$ cat src/rtl/smartcargo_pkg.sv
// Shared SmartCargo definitions: request-entry layout, state codes, decode helper.
package smartcargo_pkg;

  localparam int unsigned ENTRADA_W     = 7;
  localparam int unsigned ANDAR_W       = 2;
  localparam int unsigned TIPO_W        = 2;
  localparam int unsigned ESTADO_W      = 3;
  localparam int unsigned RAM_ADDR_W    = 4;
  localparam int unsigned PARADA_W      = 8;

  localparam int unsigned EH_ORIGEM_BIT = 6;
  localparam int unsigned TIPO_MSB      = 5;
  localparam int unsigned TIPO_LSB      = 4;
  localparam int unsigned ORIGEM_MSB    = 3;
  localparam int unsigned ORIGEM_LSB    = 2;
  localparam int unsigned DESTINO_MSB   = 1;
  localparam int unsigned DESTINO_LSB   = 0;

  localparam logic [ENTRADA_W-1:0] ENTRADA_VAZIA = 7'b0;

  typedef enum logic [ESTADO_W-1:0] {
    IDLE   = 3'd0,
    LE     = 3'd1,
    AVALIA = 3'd2,
    MOVE   = 3'd3,
    PARADA = 3'd4,
    POP    = 3'd5,
    ERRO   = 3'd6
  } estado_t;

  typedef struct packed {
    logic               eh_origem;
    logic [TIPO_W-1:0]  tipo;
    logic [ANDAR_W-1:0] origem;
    logic [ANDAR_W-1:0] destino;
  } entrada_t;

  // Origin entries send the cargo to the pick-up floor, others to the drop floor.
  function automatic logic [ANDAR_W-1:0] alvo_de(input entrada_t e);
    return e.eh_origem ? e.origem : e.destino;
  endfunction

endpackage

$ cat src/rtl/contador_parada.sv
// Up counter with synchronous load-to-zero, enable and terminal-count flag.
module contador_parada #(
  parameter int unsigned LARGURA = 8
) (
  input  logic               clk,
  input  logic               clear,
  input  logic               carregar_i,
  input  logic               habilitar_i,
  input  logic [LARGURA-1:0] limite_i,
  output logic               fim_c
);

  logic [LARGURA-1:0] cnt_q;

  // Count register: restarts at zero on load, saturates at the limit.
  always_ff @(posedge clk) begin
    if (clear || carregar_i) begin
      cnt_q <= '0;
    end else if (habilitar_i && !fim_c) begin
      cnt_q <= cnt_q + LARGURA'(1);
    end
  end

  assign fim_c = (cnt_q == limite_i);

endmodule

$ cat src/rtl/despachante_fila.sv
// Request-queue dispatcher: fetches the RAM head entry, drives the cargo to the
// target floor, holds a timed door stop and pops the entry.
// Optional MOVE watchdog enabled by defining DESPACHANTE_TIMEOUT_EN.
module despachante_fila
  import smartcargo_pkg::*;
#(
  parameter int unsigned T_PARADA  = 8,
  parameter int unsigned T_TIMEOUT = 200
) (
  input  logic       clk,
  input  logic       clear,
  input  logic       iniciar,
  input  logic [1:0] andar_atual,
  input  logic       chegou,
  input  logic       ram_eh_origem,
  input  logic [1:0] ram_tipo_objeto,
  input  logic [1:0] ram_origem_objeto,
  input  logic [1:0] ram_destino_objeto,
  output logic [3:0] ram_addr,
  output logic       shift,
  output logic       mover,
  output logic [1:0] alvo_andar,
  output logic       coletar,
  output logic [1:0] tipo_atual,
  output logic       porta_aberta,
  output logic       ocupado,
  output logic [2:0] estado_db,
  output logic       erro
);

  estado_t            state_q, state_d;
  logic [ANDAR_W-1:0] alvo_q, alvo_d;
  logic               coletar_q, coletar_d;
  logic [TIPO_W-1:0]  tipo_q, tipo_d;
  logic               mover_q, shift_q, porta_q, ocupado_q;
  logic [ENTRADA_W-1:0] entrada_c;
  entrada_t           ent_c;
  logic               parada_fim_c;

  // Assemble the head entry from the individual RAM fields.
  always_comb begin
    entrada_c                          = ENTRADA_VAZIA;
    entrada_c[EH_ORIGEM_BIT]           = ram_eh_origem;
    entrada_c[TIPO_MSB:TIPO_LSB]       = ram_tipo_objeto;
    entrada_c[ORIGEM_MSB:ORIGEM_LSB]   = ram_origem_objeto;
    entrada_c[DESTINO_MSB:DESTINO_LSB] = ram_destino_objeto;
  end

  assign ent_c = entrada_t'(entrada_c);

  contador_parada #(.LARGURA(PARADA_W)) u_parada (
    .clk         (clk),
    .clear       (clear),
    .carregar_i  (state_q != PARADA),
    .habilitar_i (state_q == PARADA),
    .limite_i    (PARADA_W'(T_PARADA - 1)),
    .fim_c       (parada_fim_c)
  );

`ifdef DESPACHANTE_TIMEOUT_EN
  localparam int unsigned TO_W = ($clog2(T_TIMEOUT + 1) > 8) ? $clog2(T_TIMEOUT + 1) : 8;
  logic to_fim_c;
  logic erro_q;

  contador_parada #(.LARGURA(TO_W)) u_timeout (
    .clk         (clk),
    .clear       (clear),
    .carregar_i  (state_q != MOVE),
    .habilitar_i (state_q == MOVE),
    .limite_i    (TO_W'(T_TIMEOUT - 1)),
    .fim_c       (to_fim_c)
  );
`endif

  // Next-state and entry-latch logic.
  always_comb begin
    state_d   = state_q;
    alvo_d    = alvo_q;
    coletar_d = coletar_q;
    tipo_d    = tipo_q;
    case (state_q)
      IDLE:   if (iniciar) state_d = LE;
      LE:     state_d = AVALIA;
      AVALIA: begin
        if (!iniciar) begin
          state_d = IDLE;
        end else if (entrada_c == ENTRADA_VAZIA) begin
          state_d = LE;
        end else begin
          alvo_d    = alvo_de(ent_c);
          coletar_d = ent_c.eh_origem;
          tipo_d    = ent_c.tipo;
          state_d   = (alvo_de(ent_c) == andar_atual) ? PARADA : MOVE;
        end
      end
      MOVE: begin
        if (chegou) state_d = PARADA;
`ifdef DESPACHANTE_TIMEOUT_EN
        else if (to_fim_c) state_d = ERRO;
`endif
      end
      PARADA: if (parada_fim_c) state_d = POP;
      POP:    state_d = LE;
`ifdef DESPACHANTE_TIMEOUT_EN
      ERRO:   state_d = ERRO;
`endif
      default: state_d = IDLE;
    endcase
  end

  // State, latched entry fields and registered outputs.
  always_ff @(posedge clk) begin
    if (clear) begin
      state_q   <= IDLE;
      alvo_q    <= '0;
      coletar_q <= 1'b0;
      tipo_q    <= '0;
      mover_q   <= 1'b0;
      shift_q   <= 1'b0;
      porta_q   <= 1'b0;
      ocupado_q <= 1'b0;
    end else begin
      state_q   <= state_d;
      alvo_q    <= alvo_d;
      coletar_q <= coletar_d;
      tipo_q    <= tipo_d;
      mover_q   <= (state_d == MOVE);
      shift_q   <= (state_d == POP);
      porta_q   <= (state_d == PARADA);
      ocupado_q <= (state_d != IDLE);
    end
  end

`ifdef DESPACHANTE_TIMEOUT_EN
  // Sticky error flag, released only by clear.
  always_ff @(posedge clk) begin
    if (clear) erro_q <= 1'b0;
    else       erro_q <= (state_d == ERRO);
  end
  assign erro = erro_q;
`else
  assign erro = 1'b0;
`endif

  assign ram_addr     = 4'd0;
  assign shift        = shift_q;
  assign mover        = mover_q;
  assign alvo_andar   = alvo_q;
  assign coletar      = coletar_q;
  assign tipo_atual   = tipo_q;
  assign porta_aberta = porta_q;
  assign ocupado      = ocupado_q;
  assign estado_db    = 3'(state_q);

endmodule

$ cat config.mk
export PLATFORM = sky130hd
export DESIGN_NAME = despachante_fila
export DESIGN_NICKNAME = d
export VERILOG_FILES = /design/src/rtl/smartcargo_pkg.sv /design/src/rtl/contador_parada.sv /design/src/rtl/despachante_fila.sv
export SDC_FILE = /design/constraint.sdc
export NUM_CORES = 1
export LEC_CHECK = 0
export CELL_PAD_IN_SITES_DETAIL_PLACEMENT = 1
export CELL_PAD_IN_SITES_GLOBAL_PLACEMENT = 1
export CORE_MARGIN = 3
export CORE_UTILIZATION = 44
export DETAILED_ROUTE_END_ITERATION = 8
export DONT_BUFFER_PORTS = 1
export GPL_TIMING_DRIVEN = 0
export PLACE_DENSITY = 0.73
export REMOVE_ABC_BUFFERS = 1
export SLEW_MARGIN = 15
export SYNTH_ARGS = -nofsm -noshare
export SYNTH_HDL_FRONTEND = slang
export SYNTH_SLANG_ARGS = --single-unit
$ cat constraint.sdc
create_clock -name clk -period 1.8 [get_ports clk]
set_input_delay 0.18 -clock clk [delete_from_list [all_inputs] [get_ports clk]]
set_output_delay 0.18 -clock clk [all_outputs]
set_load 0.02 [all_outputs]
==> key figures, run 1 <==
Run status
  – Outcome: complete, no violations

Synthesis
  – Area share of the largest cell type after synthesis: 0.409
  – Post-synth ARST share: 0
  – Post-Syn Area: 978 µm²
  – Synth Area in Compound Gates: 0.147
  – Synth area leaders: dfxtp_1 41%, mux2i_1 5.1%, nor2_1 5.0%, xor2_1 4.5%, buf_4 3.8%
  – Main combinational cell family by area after synthesis: simple AND/OR/NAND/NOR gates
  – FF+latch count, synth: 20
  – Syn Inst Count: between 100 and 150
  – Mean Syn Cell Area: slightly above 9 µm²
  – Yosys warns: 0
  – EDFF count, synth: 0
  – Post-synth top area cell: dfxtp_1
  – Top FF cell, synth: dfxtp_1
  – Adder-cell share of the synthesized area: 0.0128
  – Register area share after synthesis: 0.409
  – Simple-gate share of the synthesized area: 0.230
  – Mux share of post-synthesis cell area: 0.0512
  – Xor/xnor share of the synthesized area: 0.0806
  – Post-synth cell types: 36

Global route
  – Gr usage total: 0.186
  – Number of global-route vias before repair: between 800 and 900
  – Initial antenna violation count: 0
  – GRT overflow: 0
  – First-pass GRT wire length: roughly 3900 µm
  – Largest net degree at the start of global routing: 12

Cells and area
  – Design area: roughly 1000 µm²
  – Post-layout net count: roughly 120
  – Filler cells: 262
  – Diodes inserted: 0
  – Layout cells sized above 1: 0.119
  – Post-route insts no fill: between 100 and 150
  – Register area: 402 µm²
  – Area Overhead vs Synth: 6.91%
  – Multi-input logic area: roughly 560 µm²

Routing
  – DR vias/cell: around 5.7
  – Via count: slightly below 800
  – Routed wire length: around 2300 µm
  – DR iter-0 viols: 7
  – Drt pass-1 iters: 5
  – Post-DRT Antenna Nets: 0
  – Drt wl/cell: 16.7 µm
  – Number of remaining DRC errors: 0

Placement
  – Hpwl dp: 1610 µm
  – Cells after DPL: around 130
  – RD Place Congestion: 0.742
  – Port Buffers: 0
  – Placed Area: a little under 1000 µm²

Floorplan
  – Core Region: between 2000 and 2500 µm²
  – Cell row count: 16
  – Die ar.: approximately 2800 µm²
  – Vertical die dimension: approximately 53 µm
  – # IOs: 30
  – Chip width: between 50 and 60 µm
  – Initial Util: 0.479

Timing
  – Final hold vios: 0
  – Clock skew: 0.00389 ns
  – Fin crit period: between 1.5 and 2 ns
  – Slew Limit Fails: 0
  – Slew @ Worst Pin: 0.503 ns
  – RSZ-0062 raised after global routing: no
  – Slew HR: 0.664
  – Max Freq: about 0.6 GHz
  – Final setup fails: 0
  – Hold WS: ~0.033 ns
  – Period utilization: 0.923

Power and ir drop
  – Final Power: around 0.81 mW
  – P_leak: between 0.3 and 0.4 nW
  – Power per cell area: 774 nW/µm²
  – IR drop worst, VDD: about 0.37 mV

Setup path
  – Crit-path leading delay family: flip-flops
  – CP peak stage delay: slightly above 0.6 ns
  – Crit path cell chain: nor2b_1 > nand3b_1 > o2bb2ai_1 > o211ai_1
  – CP Capture Type: flip-flop
  – CP max stage cell: dfxtp_1
  – Worst Path Buf+Inv: 0
  – Worst EP arrival: 1.88 ns
  – Crit path max fanout: 7
  – Critical Path Start Type: flip-flop
  – Worst setup path class: flip-flop to flip-flop
  – Worst EP required: 2.01 ns

CTS
  – Worst-Skew Late Latency: approximately 0.29 ns
  – CTS tree: built
  – Setup Fix Bufs, Post-CTS: 0
  – TritonCTS Buffers: 3
  – Clk pin slew, worst setup/hold paths: ~0.12 ns
  – Depth of the CTS H-tree: 1
  – Sinks on Clock Net: 20
  – Max clock buf depth: 2
  – Clock Tree Root: clkbuf_4

Job
  – Maxcap violations: 0

Hold path
  – Worst hold path type: input port to flip-flop
==> metal layers <==
metal	track usage	part of all wire
met1	0.217	0.42
met2	0.343	0.52
met3	0.0338	0.048
met4	0.0511	0.0057
met5	0	0
==> cell families after synthesis <==
kind of cell | Yosys count
DFF | 20
xor gates and xnor gates | 9
adders and majority gates | 1
other | 1
AOI/OAI and AO/OA | 20
and+or+nand+nor | 42
muxes | 5
buffers and inverters | 10
==> power breakdown <==
group	internal [mW]	switching, mW	total [mW]
registers	0.454	0.0260	0.480
logic	0.0254	0.0429	0.0683
clock network	0.123	0.139	0.262
total	0.602	0.207	0.810
==> state kept, by name (all words and copies together), names as in the netlist, 2 cells and up <==
signal / flops
u_parada.cnt_q: 8
estado_db: 3
alvo_andar: 2
tipo_atual: 2
==> cells in the mapped netlist (2+ instances only) <==
master and instances:
a211oi_1 4, a21oi_1 5, and2_1 2, and3_1 2
buf_4 5, clkbuf_1 2, dfxtp_1 20, inv_1 2
mux2i_1 5, nand2_1 7, nand3_1 3, nand3b_1 2
nor2_1 13, nor3_1 2, nor3b_1 3, o21ai_0 3
o2bb2ai_1 2, xnor2_1 4, xor2_1 5
==> final timing paths <==
check | startpoint | endpoint | slack [ns] | depth (start not counted)
hold / removal | ram_tipo_objeto[0] | tipo_atual[0] | 0.03 | 2
setup / recovery | estado_db[0] | ocupado | 0.14 | 4
setup reg to reg | estado_db[0] | ocupado | 0.14 | 4
hold reg to reg | u_parada.cnt_q[1] | u_parada.cnt_q[1] | 0.54 | 2
==> cells in the final DEF, fill, tap and decap left out, types with 2 or more instances in the layout <==
cell	netlist	routed
dfxtp_1	20	19
nor2_1	13	13
nand2_1	7	7
mux2i_1	5	5
xor2_1	5	5
a21oi_1	5	5
conb_1	1	5
xnor2_1	4	4
a211oi_1	4	4
o21ai_0	3	3
nand3_1	3	3
clkbuf_4	0	3
nand3b_1	2	2
o2bb2ai_1	2	2
nor3b_2	0	2
inv_1	2	2
and3_1	2	2
nor3_1	2	2
==> layout make-up <==
type | count | area share
multi-input combinational | 82 | 0.532
sequential | 20 | 0.384
clock buffer | 4 | 0.0347
tap | 27 | 0.0323
timing repair buffer | 1 | 0.00957
inverter | 2 | 0.00718
==> per-stage QoR <==
stage | utilization | setup slack, ns | TNS [ns]
global route | 0.512 | 0.00819 | 0
floorplan | - | 0.229 | 0
CTS | 0.504 | 0.0493 | 0
global placement | 0.475 | -0.126 | -0.742
detailed placement | 0.475 | -0.159 | -1.07
finish | 0.512 | 0.138 | 0
==> repair_timing <==
action | CTS | global route
hold buffers | 1 | 0
resized for setup | 3 | 4
endpoints found under the setup margin | 12 | 7
endpoints found under the hold margin | 8 | 0
No activity file was read; power rests on OpenSTA's default activity.
==> run 2, diff against run 1 <==
CORE_MARGIN = 2   (was 3)
RECOVER_POWER = 100   (was unset)
SLEW_MARGIN = 20   (was 15)
==> run 2 against run 1 <==
Core utilization fell by 1.1 points. Die area fell by 7.4%. Combinational power rose by 3.8%. Sequential share of layout area fell by 1.2 points. Flip-flop and latch count did not move. Fmax fell by 0.12%. Via count rose by 2.6%. Highest routed layer unchanged. Clock skew fell by 0.0024 ns. Count of clock-buffer cells in the layout did not move. Routed wire length fell by 5.6%.
==> key figures, run 2 (synthesis gave the netlist of run 1 again) <==
Timing
  – Slew Limit Fails: 0 (unchanged)
  – Fin crit period: 1.66 ns (about the same)
  – Setup tns final: 0 ns (unchanged)
  – Period utilization: 0.925 (was 0.923)
  – Hold WS: 0.0168 ns (was 0.0332 ns)
  – RSZ-0062 raised after global routing: no (unchanged)
  – Final setup fails: 0 (unchanged)
  – Clock skew: 0.00153 ns (was 0.00389 ns)
  – Max Freq: 0.601 GHz (was 0.602 GHz)
  – Final hold vios: 0 (unchanged)
  – Final worst slack: 0.136 ns (was 0.138 ns)

Placement
  – Hpwl dp: 1580 µm (was 1610 µm)
  – DP Worst Slack: -0.0907 ns (was -0.159 ns)
  – Placed Area: 972 µm² (was 971 µm²)
  – Cells after DPL: 132 (was 131)
  – RD Place Congestion: 0.788 (was 0.742)
  – Port Buffers: 0 (unchanged)

Floorplan
  – Chip width: 51.2 µm (was 53.2 µm)
  – Cell row count: 17 (was 16)
  – # IOs: 30 (unchanged)
  – Die ar.: 2620 µm² (was 2830 µm²)
  – Vertical die dimension: 51.2 µm (was 53.2 µm)
  – Initial Util: 0.455 (was 0.479)
  – Core Region: 2150 µm² (was 2040 µm²)

Cells and area
  – Post-layout net count: 129 (was 124)
  – Diodes inserted: 0 (unchanged)
  – Area Overhead vs Synth: 9.97% (was 6.91%)
  – Commonest non-fill, non-tap cell in the layout: dfxtp_1 (unchanged)
  – Largest register FFs: 8 (unchanged)
  – Design area: 1080 µm² (was 1050 µm²)
  – Layout cells sized above 1: 0.132 (was 0.119)
  – Largest Register: u_parada.cnt_q (unchanged)
  – Filler cells: 263 (was 262)
  – Most frequent cells in the layout: 20 x dfxtp_1, 13 x nor2_1, 7 x nand2_1 (was 19 x dfxtp_1, 13 x nor2_1, 7 x nand2_1)
  – Post-route insts no fill: 142 (was 136)

Power and ir drop
  – Logic pwr share: 0.087 (was 0.084)
  – Net Sw Frac: 0.258 (was 0.256)
  – Clock network fraction of total power: 0.326 (was 0.323)
  – Power per cell area: 759 nW/µm² (was 774 nW/µm²)
  – Int Pwr: 0.606 mW (was 0.602 mW)
  – Seq pwr share: 0.587 (was 0.592)
  – Net switching power figure: 0.211 mW (was 0.207 mW)
  – P_leak: 0.383 nW (was 0.362 nW)
  – IR drop worst, VDD: 0.435 mV (was 0.374 mV)

CTS
  – Clock Tree Root: clkbuf_4 (unchanged)
  – Depth of the CTS H-tree: 1 (unchanged)
  – Max clock buf depth: 2 (unchanged)
  – Clk pin slew, worst setup/hold paths: 0.11 ns (was 0.12 ns)
  – CTS tree: built (unchanged)
  – Worst-Skew Late Latency: 0.30 ns (was 0.29 ns)
  – Sinks on Clock Net: 20 (unchanged)
  – TritonCTS Buffers: 3 (unchanged)

Routing
  – Post-DRT Antenna Nets: 0 (unchanged)
  – DR iter-0 viols: 6 (was 7)
  – DR vias/cell: 5.58 (was 5.68)
  – Drt pass-1 iters: 4 (was 5)
  – Via count: 792 (was 772)
  – Number of remaining DRC errors: 0 (unchanged)
  – Routed wire length: 2140 µm (was 2270 µm)
  – Drt wl/cell: 15.1 µm (was 16.7 µm)

Hold path
  – Worst hold start: clear (was ram_tipo_objeto[0])
  – Worst hold path type: input port to flip-flop (unchanged)

Run status
  – Outcome: complete, no violations (unchanged)

Global route
  – Initial antenna violation count: 0 (unchanged)
  – Number of global-route vias before repair: 783 (was 872)
  – Gr usage total: 0.177 (was 0.186)
  – First-pass GRT wire length: 3440 µm (was 3860 µm)
  – Largest net degree at the start of global routing: 12 (unchanged)
  – GRT overflow: 0 (unchanged)

Setup path
  – Worst setup path class: flip-flop to flip-flop (unchanged)
  – Crit path max fanout: 8 (was 7)
  – Worst EP required: 2.00 ns (was 2.01 ns)
  – CP Capture Type: flip-flop (unchanged)
  – Critical Path Start Type: flip-flop (unchanged)
  – R2R Path End: tipo_atual[1] (was ocupado)
  – R2r worst-path depth: 5 (was 4)
  – Worst Setup SP: estado_db[2] (was estado_db[0])
  – Worst EP arrival: 1.86 ns (was 1.88 ns)
  – Reg-to-reg critical path startpoint: estado_db[2] (was estado_db[0])
  – Critical Path Sink: tipo_atual[1] (was ocupado)
  – FF-to-FF setup slack: 0.14 ns (about the same)

Job
  – Maxcap violations: 0 (unchanged)
[run 2: changes by cell type in the layout (fill, tap and decap cells not counted), sizes merged]
cell    before  now
buf          0    3
clkbuf       4    6
[run 2: worst min path at each step]
stage | end | slack [ns] | cells after the start
floorplan | estado_db[0] | 0.25 | 1
global placement | coletar | 0.25 | 1
detailed placement | alvo_andar[1] | 0.26 | 1
CTS | ocupado | 0.01 | 1
global route | coletar | 0.02 | 2
finish | ocupado | 0.02 | 1
[run 2: final cells by class]
cell class / instances / area, µm² / share of cell area
well taps: 28 / 35.0 / 0.0326
clock buffers: 4 / 36.3 / 0.0337
flip-flops and latches: 20 / 400 / 0.372
multi-input cells: 82 / 549 / 0.510
inverters: 2 / 7.51 / 0.00698
repair buffers: 6 / 47.5 / 0.0442
[run 2: repair_timing]
item / 4_1_cts / 5_1_grt
buffers inserted: 0 / 5
gates resized for setup: 2 / 2
setup endpoints to repair: 10 / 4
hold buffers: 1 / 0
hold endpoints to repair: 8 / 0
[run 2: through the flow]
| stage | total power, mW | util |
|---|---|---|
| floorplan | 0.537 | - |
| global placement | 0.548 | 0.453 |
| detailed placement | 0.550 | 0.453 |
| CTS | 0.819 | 0.479 |
| global route | 0.848 | 0.501 |
| finish | 0.817 | 0.501 |
[run 2: worst max-delay path: stages, from the launching register on]
cell and delay [ns]:
dfxtp_1 0.45, nor3b_1 0.39, o211a_2 0.33, clkbuf_4 0.16
mux2i_1 0.17, nor2_1 0.05
[run 2: routing by layer]
layer / up-vias / share of wire / GRT usage / wire, µm
met2: 32 / 0.46 / 0.286 / 985
li1: 385 / - / - / -
met1: 370 / 0.44 / 0.214 / 941
met5: - / 0 / 0 / 0
met4: 0 / 0.020 / 0.0811 / 42
met3: 5 / 0.080 / 0.0556 / 171
[run 2: power groups by stage]
stage	Sequential [mW]	Clock [mW]	Combinational, mW
2_1_floorplan	0.485	0	0.0521
3_3_place_gp	0.489	0	0.0597
3_5_place_dp	0.489	0	0.0612
4_1_cts	0.480	0.273	0.0658
5_1_grt	0.481	0.287	0.0802
6_report	0.479	0.266	0.0709
==> run 3, diff against run 2 <==
ABC_AREA = 1   (was unset)
CORE_UTILIZATION = 42   (was 44)
PLACE_DENSITY = 0.74   (was 0.73)
RECOVER_POWER = unset   (was 100)
==> run 3 against run 2 <==
Design area increased by 8.3%. Synthesized cell count increased by 48%. Via count rose by 22%. Hold slack better by 0.032 ns. Non-clock buffer count shrank 5. Power grew 13%. Area after synthesis rose by 11%. Sequential share of layout area decreased by 2.8 points.
==> key figures, run 3 <==
Setup path
  – Crit path max fanout: 7 (was 8)
  – Crit path cell chain: nor2_1 > nand2_2 > inv_1 > nand2_1 > nand2_1 > nor2_1 > nand2_1 > and2_1 (was nor3b_1 > o211a_2 > clkbuf_4 > mux2i_1 > nor2_1)
  – Reg-to-reg critical path startpoint: estado_db[1] (was estado_db[2])
  – Worst EP required: 2.01 ns (was 2.00 ns)
  – R2r worst-path depth: 8 (was 5)
  – CP Capture Type: flip-flop (unchanged)
  – CP max stage cell: dfxtp_1 (unchanged)
  – CP peak stage delay: 0.61 ns (was 0.45 ns)
  – R2R Path End: mover (was tipo_atual[1])
  – FF-to-FF setup slack: 0.24 ns (was 0.14 ns)
  – Worst setup path class: flip-flop to flip-flop (unchanged)
  – Most used cell, CP: nand2_1
  – Crit-path leading delay family: simple AND/OR/NAND/NOR gates (was flip-flops)
  – Worst EP arrival: 1.76 ns (was 1.86 ns)
  – Worst Path Buf+Inv: 1 (unchanged)
  – Critical Path Start Type: flip-flop (unchanged)

Global route
  – Largest net degree at the start of global routing: 13 (was 12)
  – Met2 Use GR: 0.361 (was 0.286)
  – GR peak layer: met2 (unchanged)
  – Gr usage total: 0.195 (was 0.177)
  – Initial antenna violation count: 0 (unchanged)
  – M1 GR Usage: 0.214 (about the same)
  – Met3 Usage GRT: 0.0355 (was 0.0556)
  – GRT overflow: 0 (unchanged)
  – Number of global-route vias before repair: 1,012 (was 783)
  – First-pass GRT wire length: 4190 µm (was 3440 µm)

Placement
  – Port Buffers: 0 (unchanged)
  – DP Worst Slack: 0.267 ns (was -0.0907 ns)
  – RD Place Congestion: 0.726 (was 0.788)
  – Hpwl dp: 2000 µm (was 1580 µm)

Synthesis
  – Area share of the largest cell type after synthesis: 0.368 (was 0.409)
  – Top FF cell, synth: dfxtp_1 (unchanged)
  – FF+latch count, synth: 20 (unchanged)
  – Post-synth top area cell: dfxtp_1 (unchanged)
  – Post-synth ARST share: 0 (unchanged)
  – Synth area leaders: dfxtp_1 37%, nand2_1 13%, inv_1 7.9%, nor2_1 5.5%, nor2_4 5.2% (was dfxtp_1 41%, mux2i_1 5.1%, nor2_1 5.0%, xor2_1 4.5%, buf_4 3.8%)
  – Post-Syn Area: 1090 µm² (was 978 µm²)
  – Post-synth cell types: 25 (was 36)
  – Count leader, synth: nand2_1 (was dfxtp_1)
  – EDFF count, synth: 0 (unchanged)
  – Synth top cells by count: 37 x nand2_1, 23 x inv_1, 20 x dfxtp_1 (was 20 x dfxtp_1, 13 x nor2_1, 7 x nand2_1)
  – Syn Inst Count: 160 (was 108)
  – Mean Syn Cell Area: 6.80 µm² (was 9.06 µm²)
  – Register area share after synthesis: 0.368 (was 0.409)
  – Yosys warns: 0 (unchanged)

Floorplan
  – Initial Util: 0.443 (was 0.455)
  – Vertical die dimension: 54.9 µm (was 51.2 µm)
  – Chip width: 54.9 µm (was 51.2 µm)
  – Die ar.: 3010 µm² (was 2620 µm²)
  – Cell row count: 18 (was 17)
  – Core Region: 2450 µm² (was 2150 µm²)
  – # IOs: 30 (unchanged)

Cells and area
  – Most frequent cells in the layout: 37 x nand2_1, 23 x inv_1, 20 x dfxtp_1 (was 20 x dfxtp_1, 13 x nor2_1, 7 x nand2_1)
  – Register area: 400 µm² (unchanged)
  – Filler cells: 330 (was 263)
  – Layout cells sized above 1: 0.110 (was 0.132)
  – Post-layout net count: 179 (was 129)
  – Final core occ: 0.475 (was 0.501)
  – Largest register FFs: 8 (unchanged)
  – Multi-input logic area: 563 µm² (was 549 µm²)
  – Largest Register: u_parada.cnt_q (unchanged)
  – Commonest non-fill, non-tap cell in the layout: nand2_1 (was dfxtp_1)
  – Diodes inserted: 0 (unchanged)
  – Area Overhead vs Synth: 7.13% (was 9.97%)

Routing
  – Post-DRT Antenna Nets: 0 (unchanged)
  – Drt pass-1 iters: 4 (unchanged)
  – Routed wire length: 2510 µm (was 2140 µm)
  – Drt wl/cell: 12.9 µm (was 15.1 µm)
  – Via count: 968 (was 792)
  – DR iter-0 viols: 7 (was 6)
  – Number of remaining DRC errors: 0 (unchanged)
  – DR vias/cell: 4.99 (was 5.58)

Timing
  – Final hold vios: 0 (unchanged)
  – Period utilization: 0.864 (was 0.925)
  – Max Freq: 0.643 GHz (was 0.601 GHz)
  – Setup tns final: 0 ns (unchanged)
  – Fin crit period: 1.56 ns (was 1.66 ns)
  – Clock skew: 0.00764 ns (was 0.00153 ns)
  – Slew Limit Fails: 0 (unchanged)
  – Final setup fails: 0 (unchanged)
  – Final worst slack: 0.245 ns (was 0.136 ns)
  – RSZ-0062 raised after global routing: no (unchanged)

CTS
  – Post-CTS Hold Buffers: 1 (unchanged)
  – Depth of the CTS H-tree: 1 (unchanged)
  – Max clock buf depth: 2 (unchanged)
  – CTS resizes: 0 (was 2)
  – Setup Fix Bufs, Post-CTS: 0 (unchanged)
  – Worst-Skew Late Latency: 0.30 ns (about the same)
  – Clk pin slew, worst setup/hold paths: 0.12 ns (was 0.11 ns)
  – TritonCTS Buffers: 3 (unchanged)
  – CTS tree: built (unchanged)
  – Clock Tree Root: clkbuf_4 (unchanged)
  – Sinks on Clock Net: 20 (unchanged)

Power and ir drop
  – P_leak: 0.521 nW (was 0.383 nW)
  – IR drop worst, VDD: 0.501 mV (was 0.435 mV)
  – Power per cell area: 794 nW/µm² (was 759 nW/µm²)
  – Final Power: 0.925 mW (was 0.817 mW)

Hold path
  – Worst hold start: ram_tipo_objeto[1] (was clear)
  – Worst hold path type: input port to flip-flop (unchanged)
  – End of the worst hold path: tipo_atual[1] (was ocupado)
  – Worst hold path stage count: 2 (was 1)

Run status
  – Outcome: complete, no violations (unchanged)

Job
  – Maxcap violations: 0 (unchanged)
run 3: changes by cell type after synthesis, sizes merged, moves of 5 or more:
cell and change:
nand3 +8, mux2i -5, a21oi +6, nand2 +32
o21ai +8, inv +25, nor2 +9
run 3: where the power goes:
part           internal (mW)  switching, mW  total, mW  leakage (nW)
Clock                  0.225          0.140      0.365        0.0279
Combinational         0.0244         0.0562     0.0806         0.331
Sequential             0.455         0.0245      0.479         0.162
Total                  0.704          0.221      0.925         0.521
run 3: cell families after synthesis:
group,after synthesis,synth area share
AO/OA/AOI/OAI,25,0.124
XOR/XNOR,3,0.0242
adder cells (fa/ha/maj),1,0.0115
buffers and inverters,32,0.128
flip-flops,20,0.368
other,1,0.00345
AND/OR/NAND/NOR,78,0.341
run 3: stage by stage:
step	hold WS, ns	instances	instance area (µm²)
CTS	0.0380	194	1160
finish	0.0490	194	1160
global placement	0.249	189	1100
floorplan	0.248	159	1060
global route	0.0466	194	1160
detailed placement	0.254	189	1100
run 3: layout make-up:
| cell class | count | share of cell area |
|---|---|---|
| timing repair buffer | 1 | 0.00859 |
| sequential | 20 | 0.344 |
| clock inverter | 1 | 0.0258 |
| clock buffer | 3 | 0.0193 |
| multi-input combinational | 112 | 0.483 |
| tap | 30 | 0.0322 |
| inverter | 27 | 0.0870 |
run 3: routing by layer:
| metal | routed length (µm) | vias to the layer above |
|---|---|---|
| li1 | - | 499 |
| met1 | 1070 | 444 |
| met2 | 1320 | 19 |
| met3 | 72 | 6 |
| met4 | 43 | 0 |
| met5 | 0 | - |
run 3: how the worst max path moves through the flow:
stage,start,end,slack (ns),cells past startpoint
final,estado_db[1],mover,0.24,8
after global routing,estado_db[1],mover,0.1,8
after CTS,estado_db[1],mover,0.25,8
after detailed placement,estado_db[1],mover,0.27,8
after global placement,estado_db[1],mover,0.32,8
after floorplan,estado_db[2],u_parada.cnt_q[5],0.48,7
